==> src/rtl/acq_ram_writer.sv <==
// Write-side sequencer for a circular acquisition RAM.
// Flow: arm -> pre-trigger fill -> wait for trigger -> post-trigger fill -> done.
// Every accepted sample reaches the RAM port exactly one cycle after it is strobed.
module acq_ram_writer #(
  parameter int unsigned g_addr_width = 9,
  parameter int unsigned g_data_width = 16
) (
  input  logic                    Clk,
  input  logic                    Rst,
  input  logic                    arm_i,
  input  logic                    abort_i,
  input  logic [g_addr_width-1:0] pretrig_i,
  input  logic [g_addr_width-1:0] posttrig_i,
  input  logic                    sample_valid_i,
  input  logic [g_data_width-1:0] sample_i,
  input  logic                    trig_i,
  output logic [g_addr_width-1:0] ram_adr_o,
  output logic                    ram_we_o,
  output logic [g_data_width-1:0] ram_dat_o,
  output logic                    busy_o,
  output logic                    done_o,
  output logic [g_addr_width-1:0] trig_adr_o,
  output logic [g_addr_width-1:0] start_adr_o
);

  localparam logic [2:0] S_IDLE = 3'd0;
  localparam logic [2:0] S_PRE  = 3'd1;
  localparam logic [2:0] S_WAIT = 3'd2;
  localparam logic [2:0] S_POST = 3'd3;
  localparam logic [2:0] S_DONE = 3'd4;

  logic [2:0]              r_state;
  logic [g_addr_width-1:0] r_wptr;
  logic [g_addr_width-1:0] r_pre_cnt;
  logic [g_addr_width-1:0] r_post_cnt;
  logic [g_addr_width-1:0] r_pretrig;
  logic [g_addr_width-1:0] r_posttrig;
  logic [g_addr_width-1:0] r_ram_adr;
  logic                    r_ram_we;
  logic [g_data_width-1:0] r_ram_dat;
  logic                    r_busy;
  logic                    r_done;
  logic [g_addr_width-1:0] r_trig_adr;
  logic [g_addr_width-1:0] r_start_adr;

  logic [2:0]              w_state_d;
  logic                    w_write;
  logic                    w_arm_ok;
  logic                    w_trig_hit;
  logic [g_addr_width-1:0] w_pre_cnt_inc;
  logic [g_addr_width-1:0] w_post_cnt_inc;

  // Next-state decode; abort overrides everything, including the sample write.
  always_comb begin
    w_state_d      = r_state;
    w_write        = 1'b0;
    w_trig_hit     = 1'b0;
    w_arm_ok       = 1'b0;
    w_pre_cnt_inc  = r_pre_cnt + 1'b1;
    w_post_cnt_inc = r_post_cnt + 1'b1;
    if (abort_i) begin
      w_state_d = S_IDLE;
    end else begin
      case (r_state)
        S_IDLE, S_DONE: begin
          if (arm_i) begin
            w_arm_ok  = 1'b1;
            w_state_d = (pretrig_i == '0) ? S_WAIT : S_PRE;
          end
        end
        S_PRE: begin
          if (sample_valid_i) begin
            w_write = 1'b1;
            if (w_pre_cnt_inc == r_pretrig) w_state_d = S_WAIT;
          end
        end
        S_WAIT: begin
          if (sample_valid_i) begin
            w_write = 1'b1;
            if (trig_i) begin
              w_trig_hit = 1'b1;
              w_state_d  = (r_posttrig == '0) ? S_DONE : S_POST;
            end
          end
        end
        S_POST: begin
          if (sample_valid_i) begin
            w_write = 1'b1;
            if (w_post_cnt_inc == r_posttrig) w_state_d = S_DONE;
          end
        end
        default: w_state_d = S_IDLE;
      endcase
    end
  end

  // State, pointers, counters and registered outputs.
  always_ff @(posedge Clk) begin
    if (Rst) begin
      r_state     <= S_IDLE;
      r_wptr      <= '0;
      r_pre_cnt   <= '0;
      r_post_cnt  <= '0;
      r_pretrig   <= '0;
      r_posttrig  <= '0;
      r_ram_adr   <= '0;
      r_ram_we    <= 1'b0;
      r_ram_dat   <= '0;
      r_busy      <= 1'b0;
      r_done      <= 1'b0;
      r_trig_adr  <= '0;
      r_start_adr <= '0;
    end else begin
      r_state  <= w_state_d;
      r_busy   <= (w_state_d == S_PRE) || (w_state_d == S_WAIT) || (w_state_d == S_POST);
      r_done   <= (w_state_d == S_DONE);
      r_ram_we <= w_write;
      if (w_write) begin
        r_ram_adr <= r_wptr;
        r_ram_dat <= sample_i;
        r_wptr    <= r_wptr + 1'b1;
      end
      if (w_arm_ok) begin
        r_pretrig  <= pretrig_i;
        r_posttrig <= posttrig_i;
        r_wptr     <= '0;
        r_pre_cnt  <= '0;
      end
      if (w_write && (r_state == S_PRE)) r_pre_cnt <= w_pre_cnt_inc;
      if (w_write && (r_state == S_POST)) r_post_cnt <= w_post_cnt_inc;
      if (w_trig_hit) begin
        r_trig_adr  <= r_wptr;
        r_start_adr <= r_wptr - r_pretrig;
        r_post_cnt  <= '0;
      end
    end
  end

  assign ram_adr_o   = r_ram_adr;
  assign ram_we_o    = r_ram_we;
  assign ram_dat_o   = r_ram_dat;
  assign busy_o      = r_busy;
  assign done_o      = r_done;
  assign trig_adr_o  = r_trig_adr;
  assign start_adr_o = r_start_adr;

endmodule

==> config.mk <==
export PLATFORM = sky130hd
export DESIGN_NAME = acq_ram_writer
export DESIGN_NICKNAME = d
export VERILOG_FILES = /design/src/rtl/acq_ram_writer.sv
export SDC_FILE = /design/constraint.sdc
export NUM_CORES = 1
export LEC_CHECK = 0
export CAP_MARGIN = 0
export CORE_MARGIN = 2
export CORE_UTILIZATION = 55
export DETAILED_ROUTE_END_ITERATION = 12
export DONT_BUFFER_PORTS = 1
export GPL_ROUTABILITY_DRIVEN = 0
export PLACE_DENSITY = 0.81
export SLEW_MARGIN = 20
export SYNTH_ARGS = -nofsm -noshare
export SYNTH_HDL_FRONTEND = slang
export SYNTH_SLANG_ARGS = --single-unit
==> constraint.sdc <==
create_clock -name Clk -period 5.75 [get_ports Clk]
set_input_delay 1.725 -clock Clk [delete_from_list [all_inputs] [get_ports Clk]]
set_output_delay 1.725 -clock Clk [all_outputs]
set_load 0.01 [all_outputs]
==> results.json, run 1 <==
{
  "regArea_sq_um": 1882,
  "wl_met1_microns": 4746,
  "rsz0062_at_grt": "false",
  "die_y_microns": 95.91,
  "clock-root-buffer": "clkbuf_8",
  "n_fill_cell": 697,
  "hp-class": "reg2reg",
  "cp.arrival_ns": 3.42,
  "cp_data_required_time_ns": 6.02,
  "first_pass_iters": 5,
  "detail_route.wl_per_cell_microns": 16.06,
  "crit_slowest_cell": "nand2b_1",
  "antenna_found_initial": 0,
  "io_pins": 86,
  "r2r_slack_ns": 3.32,
  "p_leak_nw": 1.609,
  "path_class": "in2reg",
  "p_total_mw": 1.205,
  "peakVddDrop_mv": 0.1521,
  "gr-usage-all-layers_pct": 24.99,
  "crit_cells": 6,
  "htree_levels": 3,
  "drv_slew": 0,
  "finalSetupTns_ns": 0,
  "ys_warn_count": 0,
  "r2r_cells": 7,
  "crit_path_start_kind": "primary input",
  "grt_pass1_wl_microns": 18000,
  "startpoint": "trig_i",
  "syn_to_final_growth_pct": 4.417,
  "start_util_pct": 56.54,
  "crit_family": "simple AND/OR/NAND/NOR gates",
  "period_share_pct": 54.77,
  "ant_nets": 0,
  "synthArstFlopShare_pct": 0,
  "slowest_delay_ns": 0.49,
  "setup_viol": 0,
  "synth_area_sq_um": 4646,
  "finClkSkew_ns": 0.009432,
  "worst-path-buf-inv": 0,
  "io_buffers": 0,
  "vias": 4054,
  "wirelength_microns": 10910,
  "drtIter0Drc": 250,
  "cts.sinks": 94,
  "rows": 33,
  "yosys.area.top_type_share_pct": 40.51,
  "yosys_most_used_dff": "dfxtp_1",
  "hpwl_microns": 7703,
  "topRoutingLayerUsed": "met4",
  "synth_fp_nets": 641,
  "worstPathMaxFanout": 20,
  "die-width_microns": 95.91,
  "cts_resized": 0,
  "r2r_start": "r_post_cnt[0]",
  "crit_path_end": "start_adr_o[8]",
  "tritoncts": "built",
  "gr-total-overflow": 0,
  "syn_inst": 589,
  "slew_headroom_pct": 38.81,
  "cts_buffer_depth": 2,
  "met2WireLength_microns": 5191,
  "synth-edff-count": 0,
  "synth_top_cell_by_area": "dfxtp_1",
  "hold_violations": 0,
  "status": "completed",
  "clk_pin_slew_ns": 0.11,
  "viasPerCell": 5.971,
  "yosysSeqAreaShare_pct": 40.51,
  "dr_wl_met3_microns": 725,
  "numCtsBuffers": 9,
  "dieArea_sq_um": 9198,
  "crit_top_cell": "or3_1",
  "cp_cell_sequence": "nand2_1 > nor3_1 > nand2b_1 > or3_1 > or3_1 > o311ai_0",
  "diodes": 0,
  "endpoint_kind": "register",
  "grt_pass1_vias": 3920,
  "post_cts_buffers": 0,
  "grt_max_degree": 83,
  "rr_endpoint": "done_o",
  "power_density_nw_per_um2": 248.4,
  "drive_gt1_share_pct": 6.272,
  "synth.area.top_cells": "dfxtp_1, nand2_1, a21oi_1, xnor2_1, xor2_1",
  "nNetsFinal": 621,
  "synth_cell_type_count": 62,
  "cts_hold_buf": 0,
  "clk_latency_ns": 0.38,
  "drcViolationCount": 0,
  "avgSynthCellArea_sq_um": 7.887,
  "tightest_slew_ns": 0.9179,
  "period_minus_slack_ns": 3.149,
  "core_area_sq_um": 8217,
  "synth_most_common_cell": "nand2_1",
  "ys_top_cells_by_count": "nand2_1, dfxtp_1, a21oi_1",
  "fmax_mhz": 317.6,
  "min_from": "r_pretrig[2]",
  "ys_ff_latch": 94,
  "multi_input_area_sq_um": 2545,
  "cap_violations": 0
}
tightest hold or removal path: stages (launching register included):
cell,delay (ns)
dfxtp_1,0.35
nand2_1,0.06
a21oi_1,0.05
where the power goes:
| part | internal [mW] | switching (mW) | total, mW |
|---|---|---|---|
| combinational | 0.0292 | 0.0440 | 0.0733 |
| clock | 0.178 | 0.284 | 0.461 |
| sequential | 0.659 | 0.0110 | 0.670 |
cells by family (layout without fill, tap and decap cells):
logic type / count (synthesis) / after routing / share of synthesized area, %
compound gates: 125 / 125 / 15.62
xor+xnor: 40 / 40 / 7.541
fa+ha+maj: 12 / 12 / 3.393
buf+inv: 51 / 36 / 4.955
flops: 94 / 94 / 40.51
mux: 1 / 1 / 0.2155
simple gates: 266 / 266 / 27.77
cell usage in the layout, fill, tap and decap left out, types with 3 or more instances in the layout:
cell,count
inv_8,4
o211ai_1,4
dfxtp_1,94
nand4_1,9
a31oi_1,3
o31ai_1,5
ha_1,11
nor2_1,28
nor2b_1,4
o21ai_0,16
nand2_1,129
or3_1,11
a211oi_1,4
nand2b_1,7
nand3_2,3
nor3_1,17
nand3b_1,3
xnor2_1,22
and2_1,4
clkbuf_8,9
a21oi_1,74
xor2_1,18
inv_1,18
nand3_1,19
nor4_1,8
per-stage QoR:
| stage | worst slack [ns] | instances | util (%) | area [sq um] | hold slack (ns) |
|---|---|---|---|---|---|
| 2_1_floorplan | 2.764 | 589 | - | 4646 | 0.4570 |
| 3_3_place_gp | 2.270 | 663 | 56.42 | 4636 | 0.4687 |
| 3_5_place_dp | 2.242 | 663 | 56.42 | 4636 | 0.4764 |
| 4_1_cts | 2.628 | 679 | 58.98 | 4846 | 0.4922 |
| 5_1_grt | 2.500 | 679 | 59.04 | 4851 | 0.5144 |
| 6_report | 2.601 | 679 | 59.04 | 4851 | 0.4927 |
state kept, by name (all words and copies together), names as in the netlist:
register / cells
ram_adr_o: 9
done_o: 1
r_wptr: 9
start_adr_o: 9
r_posttrig: 9
ram_dat_o: 16
r_state: 3
r_post_cnt: 9
ram_we_o: 1
trig_adr_o: 9
r_pretrig: 9
busy_o: 1
r_pre_cnt: 9
per-layer routing:
metal / vias up / global-route usage (%)
li1: 1989 / -
met1: 1919 / 30.82
met2: 124 / 41.43
met3: 22 / 7.439
met4: 0 / 8.929
met5: - / 0
how the worst min path moves through the flow:
stage                    endpoint  depth (start not counted)
floorplan            r_pretrig[2]                          2
global route        r_posttrig[5]                          2
global placement     r_pretrig[2]                          2
finish               r_pretrig[2]                          2
CTS                  r_pretrig[2]                          2
detailed placement   r_pretrig[2]                          2
cell type report:
type | count | share of cell area (%)
Sequential cell | 94 | 38.79
Tap cell | 105 | 2.708
Clock buffer | 9 | 2.554
Multi-Input combinational cell | 444 | 52.46
Inverter | 18 | 1.393
Timing Repair Buffer | 2 | 0.3095
Clock inverter | 7 | 1.780
Power figures use the tool's default switching activity.
==> run 2, diff against run 1 <==
==> constraint.sdc (replaced) <==
create_clock -name Clk -period 3 [get_ports Clk]
set_input_delay 0.9 -clock Clk [delete_from_list [all_inputs] [get_ports Clk]]
set_output_delay 0.9 -clock Clk [all_outputs]
set_load 0.01 [all_outputs]
==> run 2 against run 1 <==
  * Die area stayed put
  * Wire length is 2.6% higher
  * Largest cell class unchanged
  * Final area is 0.62% higher
  * First-iteration DRC count is 12% lower
  * Setup slack worse by 2.0 ns
  * Critical path type is now reg2reg
  * Sequential share of layout area is 0.24 points lower
  * Final cell count is 0.59% higher
  * Core utilization is 0.37 points higher
  * Critical path depth is 3 higher
==> results.json, run 2 (synthesis gave the netlist of run 1 again) <==
{
  "hold_violations": 0,
  "drv_slew": 0,
  "dieArea_sq_um": 9198,
  "nNetsFinal": 625,
  "endpoint_kind": "register",
  "period_share_pct": 81.42,
  "tightest_slew_ns": 0.9221,
  "post_cts_buffers": 0,
  "clk_latency_ns": 0.36,
  "clk_pin_slew_ns": 0.11,
  "power_density_nw_per_um2": 475.6,
  "min_from": "r_posttrig[6]",
  "gr-total-overflow": 0,
  "cts_resized": 0,
  "startpoint": "r_wptr[0]",
  "finClkSkew_ns": 0.01919,
  "tritoncts": "built",
  "core_area_sq_um": 8217,
  "final_cell_area_sq_um": 4881,
  "path_class": "reg2reg",
  "cts_buffer_depth": 2,
  "placed_area_sq_um": 4666,
  "rows": 33,
  "hpwl_microns": 7975,
  "setup_viol": 0,
  "hp-class": "reg2reg",
  "largest_reg_flops": 16,
  "io_buffers": 0,
  "cts_hold_buf": 0,
  "start_util_pct": 56.54,
  "pre_cts_slack_ns": 0.5849,
  "htree_levels": 3,
  "final_common_cell": "nand2_1",
  "fmax_mhz": 409.4,
  "r2r_start": "r_wptr[0]",
  "status": "completed",
  "cp_data_required_time_ns": 3.25,
  "slew_headroom_pct": 38.53,
  "numCtsBuffers": 9,
  "cts.sinks": 94,
  "drcViolationCount": 0,
  "cp.arrival_ns": 2.70,
  "syn_to_final_growth_pct": 5.063,
  "grt_pass1_vias": 3846,
  "cap_violations": 0,
  "clock-root-buffer": "clkbuf_8",
  "grt_max_degree": 83,
  "die_y_microns": 95.91,
  "p_leak_nw": 1.626,
  "diodes": 0,
  "die-width_microns": 95.91,
  "detail_route.wl_per_cell_microns": 16.39,
  "finalSetupTns_ns": 0,
  "crit_path_start_kind": "register",
  "layout_common_cells": "nand2_1, dfxtp_1, a21oi_1",
  "grt_pass1_wl_microns": 18090,
  "first_pass_iters": 5,
  "hold_slack_ns": 0.4944,
  "worstPathMaxFanout": 6,
  "wirelength_microns": 11200,
  "antenna_found_initial": 0,
  "viasPerCell": 5.971,
  "period_minus_slack_ns": 2.443,
  "rsz0062_at_grt": "false",
  "peakVddDrop_mv": 0.2684,
  "vias": 4078,
  "drive_gt1_share_pct": 6.920,
  "gr-usage-all-layers_pct": 25.13,
  "drtIter0Drc": 219,
  "ant_nets": 0,
  "finalWorstSetupSlack_ns": 0.5575,
  "io_pins": 86
}
[run 2: changes by cell type in the layout (fill, tap and decap cells not counted), sizes merged]
cell,change
buf,+4
inv,-2
bufinv,+1
clkinvlp,+1
[run 2: final timing paths]
path	cells after the start	to	slack [ns]
setup / recovery	9	start_adr_o[8]	0.56
hold / removal	2	r_posttrig[6]	0.49
setup reg to reg	9	start_adr_o[8]	0.56
hold reg to reg	2	r_posttrig[6]	0.49
[run 2: metal layers]
layer	wire length (microns)	GRT usage, %
met4	152	9.048
met1	4644	31.16
met3	1025	7.439
met2	5372	41.43
met5	0	0
[run 2: where the power goes]
group,switching [mW],leakage (nW),internal [mW]
logic,0.0871,0.762,0.0573
clock network,0.488,0.105,0.404
registers,0.0212,0.760,1.26
total,0.597,1.63,1.72
[run 2: final cells by class]
type	count	area (sq um)
fill	723	3336
multi-input combinational	444	2540
tap	105	131.4
clock buffer	9	123.9
sequential	94	1882
clock inverter	7	91.34
timing repair buffer	6	45.04
inverter	18	67.56
[run 2: critical path: stages (launching register included)]
cell and delay, ns:
dfxtp_1 0.47, inv_1 0.07, ha_1 0.23, fa_1 0.39
nand2b_1 0.18, a21oi_1 0.18, nor2_1 0.11, o211a_1 0.26
or3_1 0.36, o311ai_0 0.08
[run 2: through the flow]
step / std cells / total power [mW] / util (%)
5_1_grt: 683 / 2.403 / 59.40
3_5_place_dp: 667 / 1.454 / 56.78
6_report: 683 / 2.321 / 59.40
2_1_floorplan: 589 / 1.431 / -
4_1_cts: 683 / 2.335 / 59.40
3_3_place_gp: 667 / 1.448 / 56.78
